[src/rtl/arith_pkg.sv]
// Shared arithmetic-datapath constants: operand widths common to the 8x8
// multiplier and the 16/8 divider, plus the divider's FSM encoding.
package arith_pkg;

    localparam int DIV_DW = 16;
    localparam int DIV_VW = 8;
    localparam int DIV_CW = $clog2(DIV_DW);

    typedef logic [1:0] div_state_t;

    localparam div_state_t IDLE = 2'd0;
    localparam div_state_t CALC = 2'd1;
    localparam div_state_t DONE = 2'd2;

endpackage

[src/rtl/div_step.sv]
// One restoring-division step: shift in the next dividend bit, trial-subtract
// the divisor, and keep the difference only when it did not go negative.
module div_step
    import arith_pkg::*;
#(
    parameter int VW = DIV_VW
) (
    input  logic [VW-1:0] rem_i,
    input  logic          bit_i,
    input  logic [VW-1:0] divisor_i,
    output logic [VW-1:0] rem_o,
    output logic          qbit_o
);

    logic [VW:0]   trial;
    logic [VW-1:0] diff;

    // Any accepted result is below the divisor, so a VW-bit difference is exact.
    assign trial  = {rem_i, bit_i};
    assign qbit_o = (trial >= {1'b0, divisor_i});
    assign diff   = trial[VW-1:0] - divisor_i;
    assign rem_o  = qbit_o ? diff : trial[VW-1:0];

endmodule

[src/rtl/seq_div_16by8.sv]
// Multi-cycle restoring divider, one quotient bit per clock, with a
// start/busy/done handshake; results are published only on the done pulse.
module seq_div_16by8
    import arith_pkg::*;
#(
    parameter int DW = DIV_DW,
    parameter int VW = DIV_VW
) (
    input  logic          clk,
    input  logic          rst,
    input  logic          start_i,
    input  logic [DW-1:0] dividend_i,
    input  logic [VW-1:0] divisor_i,
    output logic          busy_o,
    output logic          done_o,
    output logic [DW-1:0] quotient_o,
    output logic [VW-1:0] remainder_o,
    output logic          div_by_zero_o
);

    localparam int CW = $clog2(DW);

    div_state_t    state_q, state_d;
    logic [CW-1:0] cnt_q, cnt_d;
    logic [DW-1:0] quo_q, quo_d;
    logic [VW-1:0] rem_q, rem_d;
    logic [VW-1:0] divisor_q, divisor_d;
    logic          dbz_q, dbz_d;
    logic          done_q, done_d;
    logic [DW-1:0] quotient_q, quotient_d;
    logic [VW-1:0] remainder_q, remainder_d;
    logic          divByZero_q, divByZero_d;

    logic [VW-1:0] stepRem;
    logic          stepBit;

    div_step #(.VW(VW)) u_step (
        .rem_i     (rem_q),
        .bit_i     (quo_q[DW-1]),
        .divisor_i (divisor_q),
        .rem_o     (stepRem),
        .qbit_o    (stepBit)
    );

    // A start in the done-pulse cycle is refused, so back-to-back operations
    // always leave at least one visible idle cycle after done.
    always_comb begin
        state_d     = state_q;
        cnt_d       = cnt_q;
        quo_d       = quo_q;
        rem_d       = rem_q;
        divisor_d   = divisor_q;
        dbz_d       = dbz_q;
        done_d      = 1'b0;
        quotient_d  = quotient_q;
        remainder_d = remainder_q;
        divByZero_d = divByZero_q;
        case (state_q)
            IDLE: begin
                if (start_i && !done_q) begin
                    if (divisor_i != '0) begin
                        divisor_d = divisor_i;
                        quo_d     = dividend_i;
                        rem_d     = '0;
                        cnt_d     = CW'(DW - 1);
                        dbz_d     = 1'b0;
                        state_d   = CALC;
                    end else begin
                        quo_d   = '1;
                        rem_d   = dividend_i[VW-1:0];
                        dbz_d   = 1'b1;
                        state_d = DONE;
                    end
                end
            end
            CALC: begin
                rem_d = stepRem;
                quo_d = {quo_q[DW-2:0], stepBit};
                if (cnt_q == '0) begin
                    state_d = DONE;
                end else begin
                    cnt_d = cnt_q - 1'b1;
                end
            end
            DONE: begin
                quotient_d  = quo_q;
                remainder_d = rem_q;
                divByZero_d = dbz_q;
                done_d      = 1'b1;
                state_d     = IDLE;
            end
            default: begin
                state_d = IDLE;
            end
        endcase
    end

    always_ff @(posedge clk) begin
        if (rst) begin
            state_q     <= IDLE;
            cnt_q       <= '0;
            quo_q       <= '0;
            rem_q       <= '0;
            divisor_q   <= '0;
            dbz_q       <= 1'b0;
            done_q      <= 1'b0;
            quotient_q  <= '0;
            remainder_q <= '0;
            divByZero_q <= 1'b0;
        end else begin
            state_q     <= state_d;
            cnt_q       <= cnt_d;
            quo_q       <= quo_d;
            rem_q       <= rem_d;
            divisor_q   <= divisor_d;
            dbz_q       <= dbz_d;
            done_q      <= done_d;
            quotient_q  <= quotient_d;
            remainder_q <= remainder_d;
            divByZero_q <= divByZero_d;
        end
    end

    assign busy_o        = (state_q != IDLE);
    assign done_o        = done_q;
    assign quotient_o    = quotient_q;
    assign remainder_o   = remainder_q;
    assign div_by_zero_o = divByZero_q;

endmodule
[config.mk]
export PLATFORM = sky130hd
export DESIGN_NAME = seq_div_16by8
export DESIGN_NICKNAME = d
export VERILOG_FILES = /design/src/rtl/arith_pkg.sv /design/src/rtl/div_step.sv /design/src/rtl/seq_div_16by8.sv
export SDC_FILE = /design/constraint.sdc
export NUM_CORES = 1
export LEC_CHECK = 0
export BUFFER_PORTS_ARGS = -buffer_cell sky130_fd_sc_hd__buf_2
export CORE_UTILIZATION = 47
export DETAILED_ROUTE_END_ITERATION = 12
export GPL_ROUTABILITY_DRIVEN = 0
export GPL_TIMING_DRIVEN = 0
export PLACE_DENSITY = 0.69
export SETUP_SLACK_MARGIN = 0.3
export SLEW_MARGIN = 20
export SYNTH_ARGS = -nofsm -noshare
export SYNTH_HDL_FRONTEND = slang
export SYNTH_SLANG_ARGS = --single-unit
[constraint.sdc]
create_clock -name clk -period 2.3 [get_ports clk]
set_input_delay 0.23 -clock clk [delete_from_list [all_inputs] [get_ports clk]]
set_output_delay 0.23 -clock clk [all_outputs]
set_load 0.01 [all_outputs]
# Word-level counts from Yosys, hierarchy flattened
# Index checks and enable logic that the tools add are counted.
totals:
  output_inout_bits: 27
  wordCells: 48
  reg_bits: 65
classes:
  eq_ne: 6
  reduce_logical: 12
  order_cmp: 1
  add_sub_neg: 2
  muxes: 17
ops:
  columns: ["operator", "n"]
  rows:
  - ["2-to-1 mux 16 bit", 2]
  - ["one-hot mux 16 bit (2 select lines)", 1]
  - ["2-to-1 mux 8 bit", 3]
  - ["one-hot mux 8 bit (2 select lines)", 1]
  - ["2-to-1 mux 4 bit", 3]
  - [">= comparator 9 x 8 -> 1 bit", 1]
  - ["inequality test 2 bit, second input constant", 4]
  - ["one-hot mux 4 bit (2 select lines)", 1]
  - ["nonzero test 8 bit", 1]
  - ["subtractor 8 bit", 1]
  - ["2-to-1 mux 2 bit", 3]
  - ["AND reduction 2 bit", 3]
  - ["zero test 4 bit", 1]
  - ["one-hot mux 2 bit (2 select lines)", 1]
  - ["AND reduction 4 bit", 1]
  - ["nonzero test 2 bit", 2]
  - ["subtractor 4 x 1 -> 4 bit, second input constant", 1]
  - ["AND reduction 3 bit", 1]
  - ["== test 2 x 1 -> 1 bit, second input constant", 1]
  - ["== test 2 bit, second input constant", 1]
  - ["zero test 2 bit", 1]
  - ["2-to-1 mux 1 bit", 2]
  - ["logical AND 1 bit", 1]
  - ["zero test 1 bit", 1]

# Depth between registers and ports, before layout
depth:
  depth_word: 4
  ltp_mapped: 8
  mapped_depth_nobuf: 8

# By module
# Synthesis repeated with hierarchy kept, for this count alone.
unflattened:
  hier_cells: 373
  hier_area_um2: 3101.7
modules_own_cells:
  columns: ["mod", "cells_per_inst", "area_each_um2", "seq_area_each_um2", "n_inst"]
  rows:
  - ["seq_div_16by8", 307, 2562.5, 1301.2, 1]
  - ["div_step", 66, 539.3, 0.0, 1]

# Worst setup path before layout
# Ideal clock, no wire load.
synth_path:
  path_type: "reg2reg"
  start: "reg divisor_q[5]"
  end: "reg rem_q[0]"
  setup_ns: 0.091
  required_ns: 2.209
  synth_period_minus_slack_ns: 1.857
  slack_ns: 0.443
  n_path_buf: 0
  stages_incl_launch_ff: 8
  arrival_ns: 1.766
  path_cell_list: "dfxtp_1 inv_1 ha_1 nand2_1 o21a_1 o221a_4 or3_1 a311oi_1"
synth_via:
  elab_chain_cells: 3
synth_rtl:
  columns: ["item", "line_no", "text"]
  rows:
  - ["start, declared", "seq_div_16by8.sv:27", "logic [VW-1:0] divisor_q, divisor_d;"]
  - ["start signal, assigned", "seq_div_16by8.sv:115", "divisor_q <= divisor_d;"]
  - [">= comparator 9 x 8 -> 1 bit", "div_step.sv:20", "assign qbit_o = (trial >= {1'b0, divisor_i});"]
  - ["2-to-1 mux 8 bit", "div_step.sv:22", "assign rem_o = qbit_o ? diff : trial[VW-1:0];"]
  - ["one-hot mux 8 bit (2 select lines)", "seq_div_16by8.sv:58", "case (state_q)"]
  - ["end signal, assigned", "seq_div_16by8.sv:114", "rem_q <= rem_d;"]
  - ["end, declared", "seq_div_16by8.sv:26", "logic [VW-1:0] rem_q, rem_d;"]
# Every way passes these cells.
# A chain may end at the register's enable or synchronous reset.

# Worst setup path after layout
layout_path:
  start: "reg quo_q[15]"
  end: "reg rem_q[6]"
layout_via:
  elab_chain_cells: 3
  word_cells_on_any_way: 4
  classes_between: "1 x add/sub; 1 x order compare; 2 x mux"
layout_rtl:
  columns: ["item", "line_no", "text"]
  rows:
  - ["start, declared", "seq_div_16by8.sv:25", "logic [DW-1:0] quo_q, quo_d;"]
  - ["start signal, assigned", "seq_div_16by8.sv:113", "quo_q <= quo_d;"]
  - ["subtractor 8 bit / >= comparator 9 x 8 -> 1 bit (equally long branches)", "div_step.sv:21, div_step.sv:20", null]
  - ["2-to-1 mux 8 bit *", "div_step.sv:22", null]
  - ["one-hot mux 8 bit (2 select lines) *", "seq_div_16by8.sv:58", null]
# Every way passes the cells marked *; elsewhere a longest branch is shown, timed or not.

==> summary.md <==
| Metric | Value |
|---|---|
| Syn avg cell area | 8.00 µm² |
| Max clock buf depth | 2 |
| DR WL/cell | 15.0 µm |
| CTS tree | done |
| Final hold slack | 132 ps |
| Status | complete, no violations |
| I/O pins | 54 |
| Core Area | 6030 µm² |
| Grt ovf | 0 |
| Netlist cell types | 49 |
| Hpwl dp | 5.71 mm |
| Vias in the first global route | 2699 |
| Pleak | 1.46 nW |
| Worst reg2reg path endpoint | rem_q[6]$_SDFFE_PP0P_ |
| CP endpoint kind | register |
| Fmax | 513 MHz |
| Die width | 81.9 µm |
| Worst-path clk slew | 70 ps |
| Final WL | 7.82 mm |
| Worst r2r path cells | 8 |
| CP required | 2520 ps |
| First-pass GRT wire length | 12.6 mm |
| Antenna diodes | 0 |
| Area Growth Syn to Fin | 23.9% |
| Hold Crit Class | in2reg |
| Vias | 2930 |
| Slew Limit Headroom | 0.658 |
| Initial antenna violation count | 0 |
| Drt via density | 5.61 |
| # rows | 28 |
| Placed cell area | 3360 µm² |
| Die area | 6700 µm² |
| Setup Skew | 8.85 ps |
| Hold Path Depth | 3 |
| Cts hold-fix bufs | 0 |
| H-tree levels | 3 |
| Reg-to-reg setup timing slack | 350 ps |
| Clk sinks | 65 |
| Design area | 3710 µm² |
| Num CTS Buffers | 9 |
| Worst hold path startpoint | divisor_i[7] |
| Worst-Skew Late Latency | 350 ps |
| Largest net degree at the start of global routing | 13 |
| Peak VDD IR | 0.577 mV |
| Final hold vios | 0 |
| Crit Path Class | reg2reg |
| Worst reg2reg startpoint | quo_q[15]$_SDFFE_PP0P_ |
| Mapped Area | 3000 µm² |
| Max-slew violations | 0 |
| Max cap viols | 0 |
| Post-synthesis sequential area ratio | 0.434 |
| Core Util, Final | 0.616 |
| Crit-path max FO | 4 |
| DRC | 0 |
| CTS root buffer | clkbuf_8 |
| Most common cell after layout, fill and taps aside | nand2_1 |
| Setup_tns | 0 ps |
| Tot GR Track Use | 0.251 |
| Most frequent cells in the layout | 84 x nand2_1, 58 x dfxtp_1, 56 x buf_2, 56 x a21oi_1, 25 x nor2_1 |
| Worst-margin pin slew | 512 ps |
| Period utilization | 0.847 |
| Critical path arrival | 2170 ps |
| Startpoint Class | register |
| Yosys warnings | 0 |
| Remaining antenna violation count | 0 |
| Final min period | 1950 ps |
| Synthesized net count | 412 |
| Initial Util | 0.498 |
| Power density cells | 904 nW/µm² |
| Post-synth EDFFs | 0 |
| Final setup violation count | 0 |
| Async SR Flop Fraction | 0 |
| 1st-iter DRT viols | 141 |
| Sink of the worst hold path | divisor_q[7]$_SDFFE_PP0P_ |
| Flops & latches, synth | 65 |
| Drt first pass iters | 4 |
| Die Ht | 81.9 µm |
| Number of port buffers | 53 |
| Final nets | 479 |
| Post-synth top flop | dfxtp_1 |
| Share of cells above drive strength 1 | 0.230 |
| RSZ-0062 raised after global routing | yes |
| Cells after synthesis | 375 |
[synth_stat cells, drive strengths merged, types with 2 or more instances]
| cell | number | area (µm²) |
|---|---|---|
| nand2b | 5 | 31.3 |
| nand3 | 4 | 20.0 |
| xor2 | 5 | 43.8 |
| nor2 | 26 | 105 |
| or3 | 2 | 12.5 |
| nand2 | 85 | 319 |
| nor4 | 6 | 37.5 |
| a31oi | 9 | 56.3 |
| o21ai | 5 | 25.0 |
| o31ai | 2 | 15.0 |
| o221ai | 15 | 131 |
| clkbuf | 18 | 68.8 |
| inv | 14 | 52.6 |
| nor2b | 2 | 12.5 |
| nor3 | 6 | 30.0 |
| or2 | 2 | 12.5 |
| buf | 6 | 37.5 |
| o22ai | 5 | 31.3 |
| a311oi | 2 | 17.5 |
| a32o | 4 | 40.0 |
| ha | 9 | 113 |
| dfxtp | 65 | 1300 |
| a21oi | 57 | 285 |
| a21o | 2 | 15.0 |
[flip-flops by register name, indices dropped and copies added (netlist names)]
signal / flops
quo_q: 16
cnt_q: 4
quotient_o: 16
done_o: 1
remainder_o: 8
div_by_zero_o: 1
state_q: 2
divisor_q: 8
dbz_q: 1
rem_q: 8
[final cells by class]
cell class	instances	area (µm²)
Inverter	14	52.6
Timing Repair Buffer	56	288
Buffer	24	106
Multi-Input combinational cell	272	1640
Tap cell	75	93.8
Clock buffer	10	138
Clock inverter	6	90.1
Sequential cell	65	1310
Fill cell	571	2310
[per-layer routing]
| metal | track usage | vias to the layer above | wire [µm] |
|---|---|---|---|
| li1 | - | 1462 | - |
| met3 | 0.0411 | 18 | 436 |
| met5 | 0 | - | 0 |
| met4 | 0.130 | 0 | 197 |
| met1 | 0.334 | 1365 | 3620 |
| met2 | 0.389 | 85 | 3560 |
[what timing repair did]
item                                    in CTS  in global routing
pin swaps                                    1                  6
setup buffers                                0                  3
endpoints found under the setup margin       3                  9
endpoints found under the hold margin        0                  0
gates resized for setup                      4                 17
[how the worst max path moves through the flow]
stage                                          from                    end  slack (ps)  cells after the start
final                        quo_q[15]$_SDFFE_PP0P_  rem_q[6]$_SDFFE_PP0P_         350                      8
after global routing          rem_q[1]$_SDFFE_PP0P_  rem_q[3]$_SDFFE_PP0P_         280                      7
after CTS                    quo_q[15]$_SDFFE_PP0P_  rem_q[6]$_SDFFE_PP0P_         270                      8
after detailed placement     quo_q[15]$_SDFFE_PP0P_  rem_q[6]$_SDFFE_PP0P_         220                      8
after global placement       quo_q[15]$_SDFFE_PP0P_  rem_q[6]$_SDFFE_PP0P_         200                      8
after floorplan           divisor_q[5]$_SDFFE_PP0P_  rem_q[0]$_SDFFE_PP0P_         440                      7
[worst max-delay path, stage by stage, from the launching register on]
cell	delay [ps]
dfxtp_2	360
inv_1	50
ha_1	210
fa_2	360
nand2b_4	160
a21oi_2	140
nor4_1	70
a311oi_1	350
o22ai_1	120
[metrics by stage]
stage	power [mW]	cells	setup WS, ps
floorplan	1.92	375	443
global placement	2.11	503	203
detailed placement	2.13	503	221
CTS	3.25	519	269
global route	3.52	522	280
finish	3.36	522	351
[power breakdown]
group          leakage (nW)  internal, mW  switching [mW]
Combinational         0.815         0.414           0.534
Sequential            0.533          1.22          0.0872
Clock                 0.113         0.643           0.459
[cells by family (layout without fill, tap and decap cells)]
family,after synthesis,in the layout,share of synthesized area
fa+ha+maj,10,10,0.0442
simple gates,142,142,0.204
buf+inv,38,110,0.0530
xor+xnor,6,6,0.0175
mux,2,2,0.00709
flops,65,65,0.434
compound gates,112,112,0.240
No activity file was read; power rests on OpenSTA's default activity.
